$ cat config.mk
export PLATFORM = sky130hd
export DESIGN_NAME = rv64g_l1_traffic_gen_flat
export DESIGN_NICKNAME = d
export VERILOG_FILES = /design/src/rtl/rv64g_l1_traffic_gen_if.sv /design/src/rtl/rv64g_l1_traffic_gen.sv /design/src/flat_wrapper.sv
export SDC_FILE = /design/constraint.sdc
export NUM_CORES = 2
export LEC_CHECK = 0
export ABC_CLOCK_PERIOD_IN_PS = 7200
export CORE_MARGIN = 2
export CORE_UTILIZATION = 30
export CTS_BUF_LIST = sky130_fd_sc_hd__clkbuf_4
export DETAILED_ROUTE_END_ITERATION = 10
export HOLD_SLACK_MARGIN = 0.12
export PLACE_DENSITY = 0.52
export SYNTH_ARGS = -nofsm -noshare
export SYNTH_HDL_FRONTEND = slang
export SYNTH_SLANG_ARGS = --single-unit
$ cat constraint.sdc
create_clock -name clk_i -period 7.2 [get_ports clk_i]
set_clock_uncertainty 0.15 [all_clocks]
set_input_delay 0.72 -clock clk_i [delete_from_list [all_inputs] [get_ports clk_i]]
set_output_delay 0.72 -clock clk_i [all_outputs]
set_load 0.03 [all_outputs]
$ cat src/rtl/rv64g_l1_traffic_gen_if.sv
// L1 dcache CPU-side request bus: req/gnt handshake plus rvalid read return.
// Latency: none; this is wiring only.
// Backpressure: the master holds req and its payload until gnt is seen high.
// Ports: req/we/be/addr/wdata from master; gnt/rvalid/rdata from slave.
interface rv64g_l1_traffic_gen_if #(
  parameter int DATA_W = 64,
  parameter int ADDR_W = 64
);
  localparam int BE_W = DATA_W / 8;

  logic              req;
  logic              we;
  logic [BE_W-1:0]   be;
  logic [ADDR_W-1:0] addr;
  logic [DATA_W-1:0] wdata;
  logic              gnt;
  logic              rvalid;
  logic [DATA_W-1:0] rdata;

  modport master (
    output req, we, be, addr, wdata,
    input  gnt, rvalid, rdata
  );

  modport slave (
    input  req, we, be, addr, wdata,
    output gnt, rvalid, rdata
  );
endinterface

$ cat src/rtl/rv64g_l1_traffic_gen.sv
// Self-checking L1 dcache traffic generator: LFSR-driven ops, per-byte shadow scoreboard.
// Latency: one request per op, ISSUE -> WAIT_GNT (-> WAIT_RV) -> GAP, so >= 3 cycles per op.
// Backpressure: request fields stay frozen until gnt; a wait of MAX_WAIT cycles aborts the run.
// Ports: clk_i/rst_i; start_i/mode_i/seed_i run control; bus (master) to the cache;
//        busy_o/done_o/pass_o/timeout_o/err_cnt_o/ops_done_o run status.
module rv64g_l1_traffic_gen #(
  parameter int                DATA_W       = 64,
  parameter int                ADDR_W       = 64,
  parameter int                NUM_OPS      = 16,
  parameter int                SHADOW_DEPTH = 16,
  parameter logic [ADDR_W-1:0] BASE_ADDR    = 'h1000,
  parameter int                MAX_WAIT     = 255
) (
  input  logic        clk_i,
  input  logic        rst_i,
  input  logic        start_i,
  input  logic [1:0]  mode_i,
  input  logic [15:0] seed_i,
  rv64g_l1_traffic_gen_if.master bus,
  output logic        busy_o,
  output logic        done_o,
  output logic        pass_o,
  output logic        timeout_o,
  output logic [15:0] err_cnt_o,
  output logic [15:0] ops_done_o
);

  localparam int BE_W   = DATA_W / 8;
  localparam int IDX_W  = (SHADOW_DEPTH > 1) ? $clog2(SHADOW_DEPTH) : 1;
  localparam int WAIT_W = $clog2(MAX_WAIT + 1);
  localparam logic [15:0]       NUM_OPS_L = 16'(NUM_OPS);
  localparam logic [15:0]       HALF_OPS  = 16'(NUM_OPS / 2);
  localparam logic [WAIT_W-1:0] WAIT_LAST = WAIT_W'(MAX_WAIT - 1);

  localparam logic [2:0] S_IDLE     = 3'd0;
  localparam logic [2:0] S_ISSUE    = 3'd1;
  localparam logic [2:0] S_WAIT_GNT = 3'd2;
  localparam logic [2:0] S_WAIT_RV  = 3'd3;
  localparam logic [2:0] S_GAP      = 3'd4;
  localparam logic [2:0] S_DONE     = 3'd5;

  logic [2:0]        state;
  logic [1:0]        mode_q;
  logic [15:0]       lfsr;
  logic [15:0]       k;
  logic [WAIT_W-1:0] wait_cnt;
  logic [15:0]       err_cnt;
  logic [15:0]       ops_done;
  logic              timeout_q;
  logic              done_q;

  logic              req_q;
  logic              we_q;
  logic [BE_W-1:0]   be_q;
  logic [ADDR_W-1:0] addr_q;
  logic [DATA_W-1:0] wdata_q;
  logic [IDX_W-1:0]  idx_q;

  logic [DATA_W-1:0] shadow_dat [SHADOW_DEPTH];
  logic [BE_W-1:0]   shadow_vld [SHADOW_DEPTH];

  // Galois form, taps x^16+x^14+x^13+x^11 -> feedback mask 0xB400.
  function automatic logic [15:0] lfsr_step(input logic [15:0] v);
    lfsr_step = {1'b0, v[15:1]} ^ (v[0] ? 16'hB400 : 16'h0000);
  endfunction

  // Op fields for op index k. They use the LFSR value current in ISSUE;
  // the LFSR steps on the same edge, so op 0 is derived from the seed itself.
  logic              op_we;
  logic [15:0]       op_idx16;
  logic [IDX_W-1:0]  op_idx;
  logic [BE_W-1:0]   op_be;
  logic [BE_W-1:0]   rnd_be;
  logic [15:0]       op_pat;
  logic [DATA_W-1:0] op_wdata;
  logic [ADDR_W-1:0] op_addr;

  always_comb begin
    op_we    = 1'b0;
    op_idx16 = '0;
    op_be    = '1;
    rnd_be   = '0;
    op_pat   = k ^ 16'hA5A5 ^ lfsr;
    op_wdata = '0;
    for (int i = 0; i < DATA_W / 16; i++) begin
      op_wdata[i*16 +: 16] = op_pat;
    end
    for (int i = 0; i < BE_W; i++) begin
      rnd_be[i] = lfsr[8 + (i % 8)];
    end
    case (mode_q)
      2'd1: begin
        op_we    = ~k[0];
        op_idx16 = k >> 1;
      end
      2'd2: begin
        op_we    = lfsr[0];
        op_idx16 = {8'h00, lfsr[8:1]};
        op_be    = (rnd_be == '0) ? '1 : rnd_be;
      end
      default: begin
        if (k < HALF_OPS) begin
          op_we    = 1'b1;
          op_idx16 = k;
        end else begin
          op_we    = 1'b0;
          op_idx16 = k - HALF_OPS;
        end
      end
    endcase
  end

  assign op_idx  = op_idx16[IDX_W-1:0];
  assign op_addr = BASE_ADDR + ADDR_W'(op_idx) * ADDR_W'(BE_W);

  // Read check covers only bytes this run has written; stale bytes are don't-care.
  logic rd_mismatch;
  always_comb begin
    rd_mismatch = 1'b0;
    for (int b = 0; b < BE_W; b++) begin
      if (shadow_vld[idx_q][b] &&
          (bus.rdata[b*8 +: 8] != shadow_dat[idx_q][b*8 +: 8])) begin
        rd_mismatch = 1'b1;
      end
    end
  end

  logic wr_commit;
  logic rd_return;
  logic err_inc;

  assign wr_commit = (state == S_WAIT_GNT) && bus.gnt && we_q;
  assign rd_return = (state == S_WAIT_RV) && bus.rvalid;
  // A mismatch and a spurious rvalid are mutually exclusive, so one step suffices.
  assign err_inc   = (bus.rvalid && (state != S_WAIT_RV)) || (rd_return && rd_mismatch);

  always_ff @(posedge clk_i) begin
    if (wr_commit) begin
      for (int b = 0; b < BE_W; b++) begin
        if (be_q[b]) shadow_dat[idx_q][b*8 +: 8] <= wdata_q[b*8 +: 8];
      end
    end
  end

  always_ff @(posedge clk_i or posedge rst_i) begin
    if (rst_i) begin
      state     <= S_IDLE;
      mode_q    <= '0;
      lfsr      <= '0;
      k         <= '0;
      wait_cnt  <= '0;
      err_cnt   <= '0;
      ops_done  <= '0;
      timeout_q <= 1'b0;
      done_q    <= 1'b0;
      req_q     <= 1'b0;
      we_q      <= 1'b0;
      be_q      <= '0;
      addr_q    <= '0;
      wdata_q   <= '0;
      idx_q     <= '0;
      for (int i = 0; i < SHADOW_DEPTH; i++) shadow_vld[i] <= '0;
    end else begin
      if (err_inc && (err_cnt != 16'hFFFF)) err_cnt <= err_cnt + 16'd1;

      case (state)
        S_IDLE, S_DONE: begin
          if (start_i) begin
            mode_q    <= mode_i;
            lfsr      <= (seed_i == 16'h0000) ? 16'hACE1 : seed_i;
            k         <= '0;
            err_cnt   <= '0;
            ops_done  <= '0;
            timeout_q <= 1'b0;
            done_q    <= 1'b0;
            for (int i = 0; i < SHADOW_DEPTH; i++) shadow_vld[i] <= '0;
            state     <= S_ISSUE;
          end
        end

        S_ISSUE: begin
          we_q     <= op_we;
          be_q     <= op_be;
          addr_q   <= op_addr;
          wdata_q  <= op_wdata;
          idx_q    <= op_idx;
          req_q    <= 1'b1;
          lfsr     <= lfsr_step(lfsr);
          wait_cnt <= '0;
          state    <= S_WAIT_GNT;
        end

        S_WAIT_GNT: begin
          if (bus.gnt) begin
            req_q <= 1'b0;
            if (we_q) begin
              shadow_vld[idx_q] <= shadow_vld[idx_q] | be_q;
              ops_done          <= ops_done + 16'd1;
              state             <= S_GAP;
            end else begin
              wait_cnt <= '0;
              state    <= S_WAIT_RV;
            end
          end else if (wait_cnt == WAIT_LAST) begin
            // wait_cnt counts cycles already spent, so req is held MAX_WAIT cycles.
            req_q     <= 1'b0;
            timeout_q <= 1'b1;
            done_q    <= 1'b1;
            state     <= S_DONE;
          end else begin
            wait_cnt <= wait_cnt + 1'b1;
          end
        end

        S_WAIT_RV: begin
          if (bus.rvalid) begin
            ops_done <= ops_done + 16'd1;
            state    <= S_GAP;
          end else if (wait_cnt == WAIT_LAST) begin
            timeout_q <= 1'b1;
            done_q    <= 1'b1;
            state     <= S_DONE;
          end else begin
            wait_cnt <= wait_cnt + 1'b1;
          end
        end

        S_GAP: begin
          k <= k + 16'd1;
          if (k + 16'd1 == NUM_OPS_L) begin
            done_q <= 1'b1;
            state  <= S_DONE;
          end else begin
            state <= S_ISSUE;
          end
        end

        default: state <= S_IDLE;
      endcase
    end
  end

  assign bus.req   = req_q;
  assign bus.we    = we_q;
  assign bus.be    = be_q;
  assign bus.addr  = addr_q;
  assign bus.wdata = wdata_q;

  assign busy_o     = (state == S_ISSUE) || (state == S_WAIT_GNT) ||
                      (state == S_WAIT_RV) || (state == S_GAP);
  assign done_o     = done_q;
  assign timeout_o  = timeout_q;
  assign err_cnt_o  = err_cnt;
  assign ops_done_o = ops_done;
  assign pass_o     = done_q && (err_cnt == 16'h0000) && !timeout_q;

endmodule

$ cat src/flat_wrapper.sv
// flat-port wrapper written by rule: the top's interface ports become plain ports
module rv64g_l1_traffic_gen_flat 
#(
  parameter int                DATA_W       = 64,
  parameter int                ADDR_W       = 64,
  parameter int                NUM_OPS      = 16,
  parameter int                SHADOW_DEPTH = 16,
  parameter logic [ADDR_W-1:0] BASE_ADDR    = 'h1000,
  parameter int                MAX_WAIT     = 255
)
  (clk_i, rst_i, start_i, mode_i, seed_i, busy_o, done_o, pass_o, timeout_o, err_cnt_o, ops_done_o, bus_req, bus_we, bus_be, bus_addr, bus_wdata, bus_gnt, bus_rvalid, bus_rdata);
  rv64g_l1_traffic_gen_if #(.DATA_W(DATA_W), .ADDR_W(ADDR_W)) bus_i ();
  input  logic clk_i;
  input  logic rst_i;
  input  logic start_i;
  input  logic [1:0] mode_i;
  input  logic [15:0] seed_i;
  output logic busy_o;
  output logic done_o;
  output logic pass_o;
  output logic timeout_o;
  output logic [15:0] err_cnt_o;
  output logic [15:0] ops_done_o;
  output wire logic [$bits(bus_i.req)-1:0] bus_req;
  output wire logic [$bits(bus_i.we)-1:0] bus_we;
  output wire logic [$bits(bus_i.be)-1:0] bus_be;
  output wire logic [$bits(bus_i.addr)-1:0] bus_addr;
  output wire logic [$bits(bus_i.wdata)-1:0] bus_wdata;
  input wire logic [$bits(bus_i.gnt)-1:0] bus_gnt;
  input wire logic [$bits(bus_i.rvalid)-1:0] bus_rvalid;
  input wire logic [$bits(bus_i.rdata)-1:0] bus_rdata;
  assign bus_req = bus_i.req;
  assign bus_we = bus_i.we;
  assign bus_be = bus_i.be;
  assign bus_addr = bus_i.addr;
  assign bus_wdata = bus_i.wdata;
  assign bus_i.gnt = bus_gnt;
  assign bus_i.rvalid = bus_rvalid;
  assign bus_i.rdata = bus_rdata;
  rv64g_l1_traffic_gen #(.DATA_W(DATA_W), .ADDR_W(ADDR_W), .NUM_OPS(NUM_OPS), .SHADOW_DEPTH(SHADOW_DEPTH), .BASE_ADDR(BASE_ADDR), .MAX_WAIT(MAX_WAIT)) u_core (.clk_i(clk_i), .rst_i(rst_i), .start_i(start_i), .mode_i(mode_i), .seed_i(seed_i), .bus(bus_i), .busy_o(busy_o), .done_o(done_o), .pass_o(pass_o), .timeout_o(timeout_o), .err_cnt_o(err_cnt_o), .ops_done_o(ops_done_o));
endmodule
# Word level (Yosys, flattened, before mapping)

Memories as Yosys holds them, arrays and structs flattened.
Index checks and enable logic that the tools add are counted.
Widths: inputs -> output; s select.

Memories: 1
Input bits: 87
Logic and storage cells: 204
Register bits after elaboration: 349
RAM bits: 1024

Memories:

| memory            | words | width | read ports | clocked after memory_dff | wr ports | line                       | RTL |
|---|---|---|---|---|---|---|---|
| u_core.shadow_dat | 16    | 64    | 1          | 0                        | 1        | rv64g_l1_traffic_gen.sv:59 | `logic [DATA_W-1:0] shadow_dat [SHADOW_DEPTH];` |

Equal/unequal tests: 28
Muxes and demuxes: 86
Reductions and logical operators: 43
Add/sub/neg operators: 6
Bitwise gates (word level): 6
Order comparisons: 3

Operators by type and width:

| operator              | count |
|---|---|
| $mux 128              | 3 |
| $pmux 128 s2          | 1 |
| $mux 16               | 10 |
| $bwmux 128            | 1 |
| $mux 8                | 9 |
| $ne 8x8->1            | 8 |
| $pmux 16 s2           | 2 |
| $add 16x1->16 const B | 3 |
| $pmux 16 s3           | 1 |
| $mux 1                | 43 |
| $bmux 8 s4            | 1 |
| $demux 8 s4           | 1 |
| $logic_not 16->1      | 2 |
| $pmux 8 s3            | 1 |
| $mux 3                | 6 |
| $logic_and 1x1->1     | 17 |
| $eq 16x5->1 const B   | 1 |
| $lt 16x4->1 const B   | 1 |
| $ne 16x16->1 const B  | 1 |
| $xor 15x16->16        | 1 |
| $xor 16x16->16        | 1 |
| $pmux 3 s5            | 1 |
| $add 13x7->14 const A | 1 |
| $ne 2x2->1 const B    | 5 |
| 34 further kinds      | 51 |

# Logic depth before layout (Yosys ltp)

Depth after elaboration: 19
Gate-level depth with buffers: 19

# Worst setup path after synthesis

Ideal clock, no wire load.

Path type: register to register
Start point: register u_core.idx_q[1]
End point: register u_core.err_cnt[2] (netlist: u_core.err_cnt_o[2])
Cell stages (with the launch flop): 16
Clock period less this slack: 3940 ps
Arrival time: 3711 ps
Setup slack: 3260 ps
Setup time: 79 ps
Required time: 6971 ps
Path buffers: 8
Path through: dfrtp_1 -> buf_6 -> buf_12 -> buf_4 -> buf_4 -> buf_2 -> buf_4 -> mux4_2 -> mux4_2 -> o41ai_1 -> o21ai_0 -> or4b_1 -> buf_2 -> buf_6 -> nand3_1 -> mux2i_1

Cells in the longest elaborated chain, start to end: 19

RTL lines:

| item                                                                   | line                        | RTL |
|---|---|---|
| start, declared                                                        | rv64g_l1_traffic_gen.sv:57  | `logic [IDX_W-1:0] idx_q;` |
| start signal, assigned                                                 | rv64g_l1_traffic_gen.sv:186 | `idx_q <= op_idx;` |
| parallel branches: the longest is 12 deep, another holds $mem_v2 16x64 | n/a                         |  |
| $mux 1 *                                                               | rv64g_l1_traffic_gen.sv:121 | `if (shadow_vld[idx_q][b] &&` |
| $logic_and 1x1->1 *                                                    | rv64g_l1_traffic_gen.sv:135 | `assign err_inc = (bus.rvalid && (state != S_WAIT_RV)) \|\| (rd_return && rd_mismatch);` |
| $logic_or 1x1->1 *                                                     | rv64g_l1_traffic_gen.sv:135 |  |
| $logic_and 1x1->1 *                                                    | rv64g_l1_traffic_gen.sv:164 | `if (err_inc && (err_cnt != 16'hFFFF)) err_cnt <= err_cnt + 16'd1;` |
| $mux 16 *                                                              | rv64g_l1_traffic_gen.sv:164 |  |
| $mux 16                                                                | rv64g_l1_traffic_gen.sv:168 | `if (start_i) begin` |
| $mux 16 *                                                              | rv64g_l1_traffic_gen.sv:166 | `case (state)` |
| end signal, assigned                                                   | rv64g_l1_traffic_gen.sv:164 |  |
| end, declared                                                          | rv64g_l1_traffic_gen.sv:47  | `logic [15:0] err_cnt;` |

Every way passes the cells marked *. The select of a mux whose other input is x is not followed.
A chain may end at the register's enable or synchronous reset.

# Final worst setup path

Start point: register u_core.idx_q[0]
End point: register u_core.err_cnt[14] (netlist: u_core.err_cnt_o[14])

The elaborated chain is that of the path after synthesis.

==> impl_metrics.yaml <==
status:
  status: "complete, no violations"
clock_network:
  cts.sinks: 1262
  post_cts_buffers: 0
  cts_tree: "done"
  numCtsBuffers: 350
  cts.path.max_buffers: 4
  cts_root_buf: "clkbuf_4"
  htreeDepth: 5
  worstSkewPairLatency_ns: 1.31
  cts.clk_slew.worst_paths_ns: 0.06
sta:
  setup_viol: 0
  fmax_mhz: 175
  period_needed_ns: 5.71
  relSlewSlack_pct: 11.4
  tightest_slew_ns: 1.32
  timing.hold.ws_ns: 0.318
  tns_ns: 0
  rsz0062_at_grt: "no"
  setup_ws_ns: 1.49
  drv_slew: 0
  hold_viol: 0
  fin_crit_sh_pct: 79.3
min_path:
  hold_start: "u_core.bus.addr[12]"
  hold_path.class: "flop to flop"
  whs_endpoint: "u_core.bus.addr[12]"
  holdPathStages: 1
yosys:
  seq_area_frac_synth_pct: 69.2
  async_flop_share_pct: 18.9
  synth.most_common_cell: "edfxtp_1"
  synth_cell_type_count: 73
  syn_area_um2: 53000
  ys_seq_elements: 1262
  synth_top_area_share_pct: 58.0
  synth_commonest_cells: "edfxtp_1 (1024), nand2_1 (278), dfrtp_1 (238)"
  synth_top_area_cell: "edfxtp_1"
  synth_edf_count: 1024
  avgSynthCellArea_um2: 16.0
  yosys_warnings: 0
  ys_top_cells_by_area: "edfxtp_1 (58%), dfrtp_1 (11%), mux4_2 (9.5%), mux2i_1 (3.8%), o21ai_0 (2.2%)"
  syn-instance-count: 3305
  synth_ff_type: "edfxtp_1"
global_route:
  grt_antenna_before_repair: 5
  grt_pass1_wl_um: 226000
  grt_pass1_vias: 31300
  grt_max_degree: 70
  grt_use_total_pct: 17.3
  grt-ovfl-total: 0
power:
  leakagePower_nw: 20.6
  power_density_nw_per_um2: 392
  power_mw: 24.1
  peakVddDrop_v: 0.000224
critical_path:
  critical_path_class: "flop to flop"
  worstRegToRegCells: 12
  setup.worst_path.start_class: "flop"
  r2r-start: "u_core.idx_q[0]"
  crit_required_ns: 8.14
  ff2ff_setup_slack_ns: 1.49
  end_kind: "flop"
  reg2reg_to: "u_core.err_cnt_o[14]"
  crit_fanout: 39
  crit_start: "u_core.idx_q[0]"
  arrival_ns: 6.65
placement:
  routabilityCongestion: 0.805
  place_inst: 5701
  place_hpwl_um: 99900
  dpl_cell_area_um2: 57100
  io_buffers: 201
  pre_cts_ws_ns: 1.61
layout:
  multi_input_area_um2: 14700
  area_growth_pct: 16.0
  finalNonFillerCells: 6305
  finalInstanceArea_um2: 61500
  fin_nets: 3828
  layout-drive-gt1-share_pct: 22.4
  seq_area_um2: 36700
  finish.utilization_pct: 34.9
  fillers: 16900
floorplan:
  top_level_ports: 261
  die_area_um2: 180000
  initial_core_util_pct: 30.1
  core_um2: 176000
  die_h_um: 424
  die_w_um: 424
  num_rows: 154
detailed_routing:
  via_per_inst: 5.00
  drtIter0Drc: 3176
  firstDrtPassIters: 6
  ant_nets: 0
  route.detailed.drc: 0
  vias: 31500
  wl_per_cell_um: 25.1
  detail_route.wirelength_um: 158000
run:
  maxCapViolations: 0
-- power breakdown --
| part | internal [mW] | switching (mW) |
|---|---|---|
| clock network | 3.27 | 2.97 |
| logic | 2.89 | 5.21 |
| registers | 9.06 | 0.696 |
-- layout make-up --
type                            instances  share of cell area (%)
Multi-Input combinational cell       1799                    23.9
Clock buffer                          515                    6.29
Clock inverter                         60                   0.436
Timing Repair Buffer                  292                    4.61
Inverter                               28                   0.177
Sequential cell                      1262                    59.8
Antenna cell                            9                  0.0366
Tap cell                             2340                    4.76
-- placed cells by master (no fill, tap or decap), types with 64 or more instances in the layout --
cell type / synthesis / layout
edfxtp_1: 1024 / 1024
clkbuf_4: 0 / 515
nand2_1: 278 / 278
o21ai_0: 229 / 229
mux4_2: 223 / 223
dfrtp_1: 238 / 218
nor2_1: 213 / 210
clkdlybuf4s50_1: 0 / 201
mux2i_1: 199 / 199
a22oi_1: 77 / 77
buf_4: 126 / 64
-- cell families (layout without fill, tap and decap cells) --
kind of cell	after synthesis	after routing	synth area share, %
compound gates	484	484	5.63
mux	443	443	13.7
buf+inv	302	895	3.52
simple gates	690	690	5.80
fa+ha+maj	8	8	0.189
flops	1262	1262	69.2
other cells	1	68	0.00707
xor+xnor	115	115	1.90
-- sequential cells by signal (all words and copies together), names as in the netlist, 2 cells and up --
name               cells
u_core.wait_cnt        8
u_core.shadow_vld    128
u_core.lfsr           16
u_core.bus.be          8
u_core.k              16
u_core.mode_q          2
u_core.err_cnt_o      16
u_core.bus.addr        2
u_core.shadow_dat   1024
u_core.bus.wdata      16
u_core.state           3
u_core.ops_done_o     16
u_core.idx_q           3
-- worst max-delay path by stage --
stage	to	slack, ns	cells after the start
after floorplan	u_core.bus.addr[12]	3.21	1
after global placement	u_core.err_cnt_o[15]	1.66	12
after detailed placement	u_core.err_cnt_o[14]	1.61	12
after CTS	u_core.err_cnt_o[14]	1.43	12
after global routing	u_core.err_cnt_o[14]	1.15	12
final	u_core.err_cnt_o[14]	1.49	12
-- routing by layer --
| metal | routed length, um | up-vias | global-route usage, % |
|---|---|---|---|
| met4 | 3570 | 0 | 5.17 |
| met5 | 0 | - | 0 |
| met2 | 74400 | 1298 | 27.4 |
| met3 | 10000 | 264 | 3.47 |
| li1 | - | 13700 | - |
| met1 | 70200 | 16200 | 24.0 |
-- critical path, stage by stage (launching register included) --
cell	delay, ns
dfrtp_4	0.92
buf_4	0.53
mux4_2	0.57
mux2i_1	0.29
xor2_1	0.22
o211ai_1	0.11
a2bb2oi_1	0.22
o41ai_1	0.70
buf_4	0.23
o21ai_0	0.08
or4b_1	0.91
nand4_1	0.26
mux2i_1	0.21
-- timing repair --
action,CTS,global route
hold buffers,20,0
resized for setup,0,0
hold endpoints to repair,60,0
(Power assumes the default switching activity.)
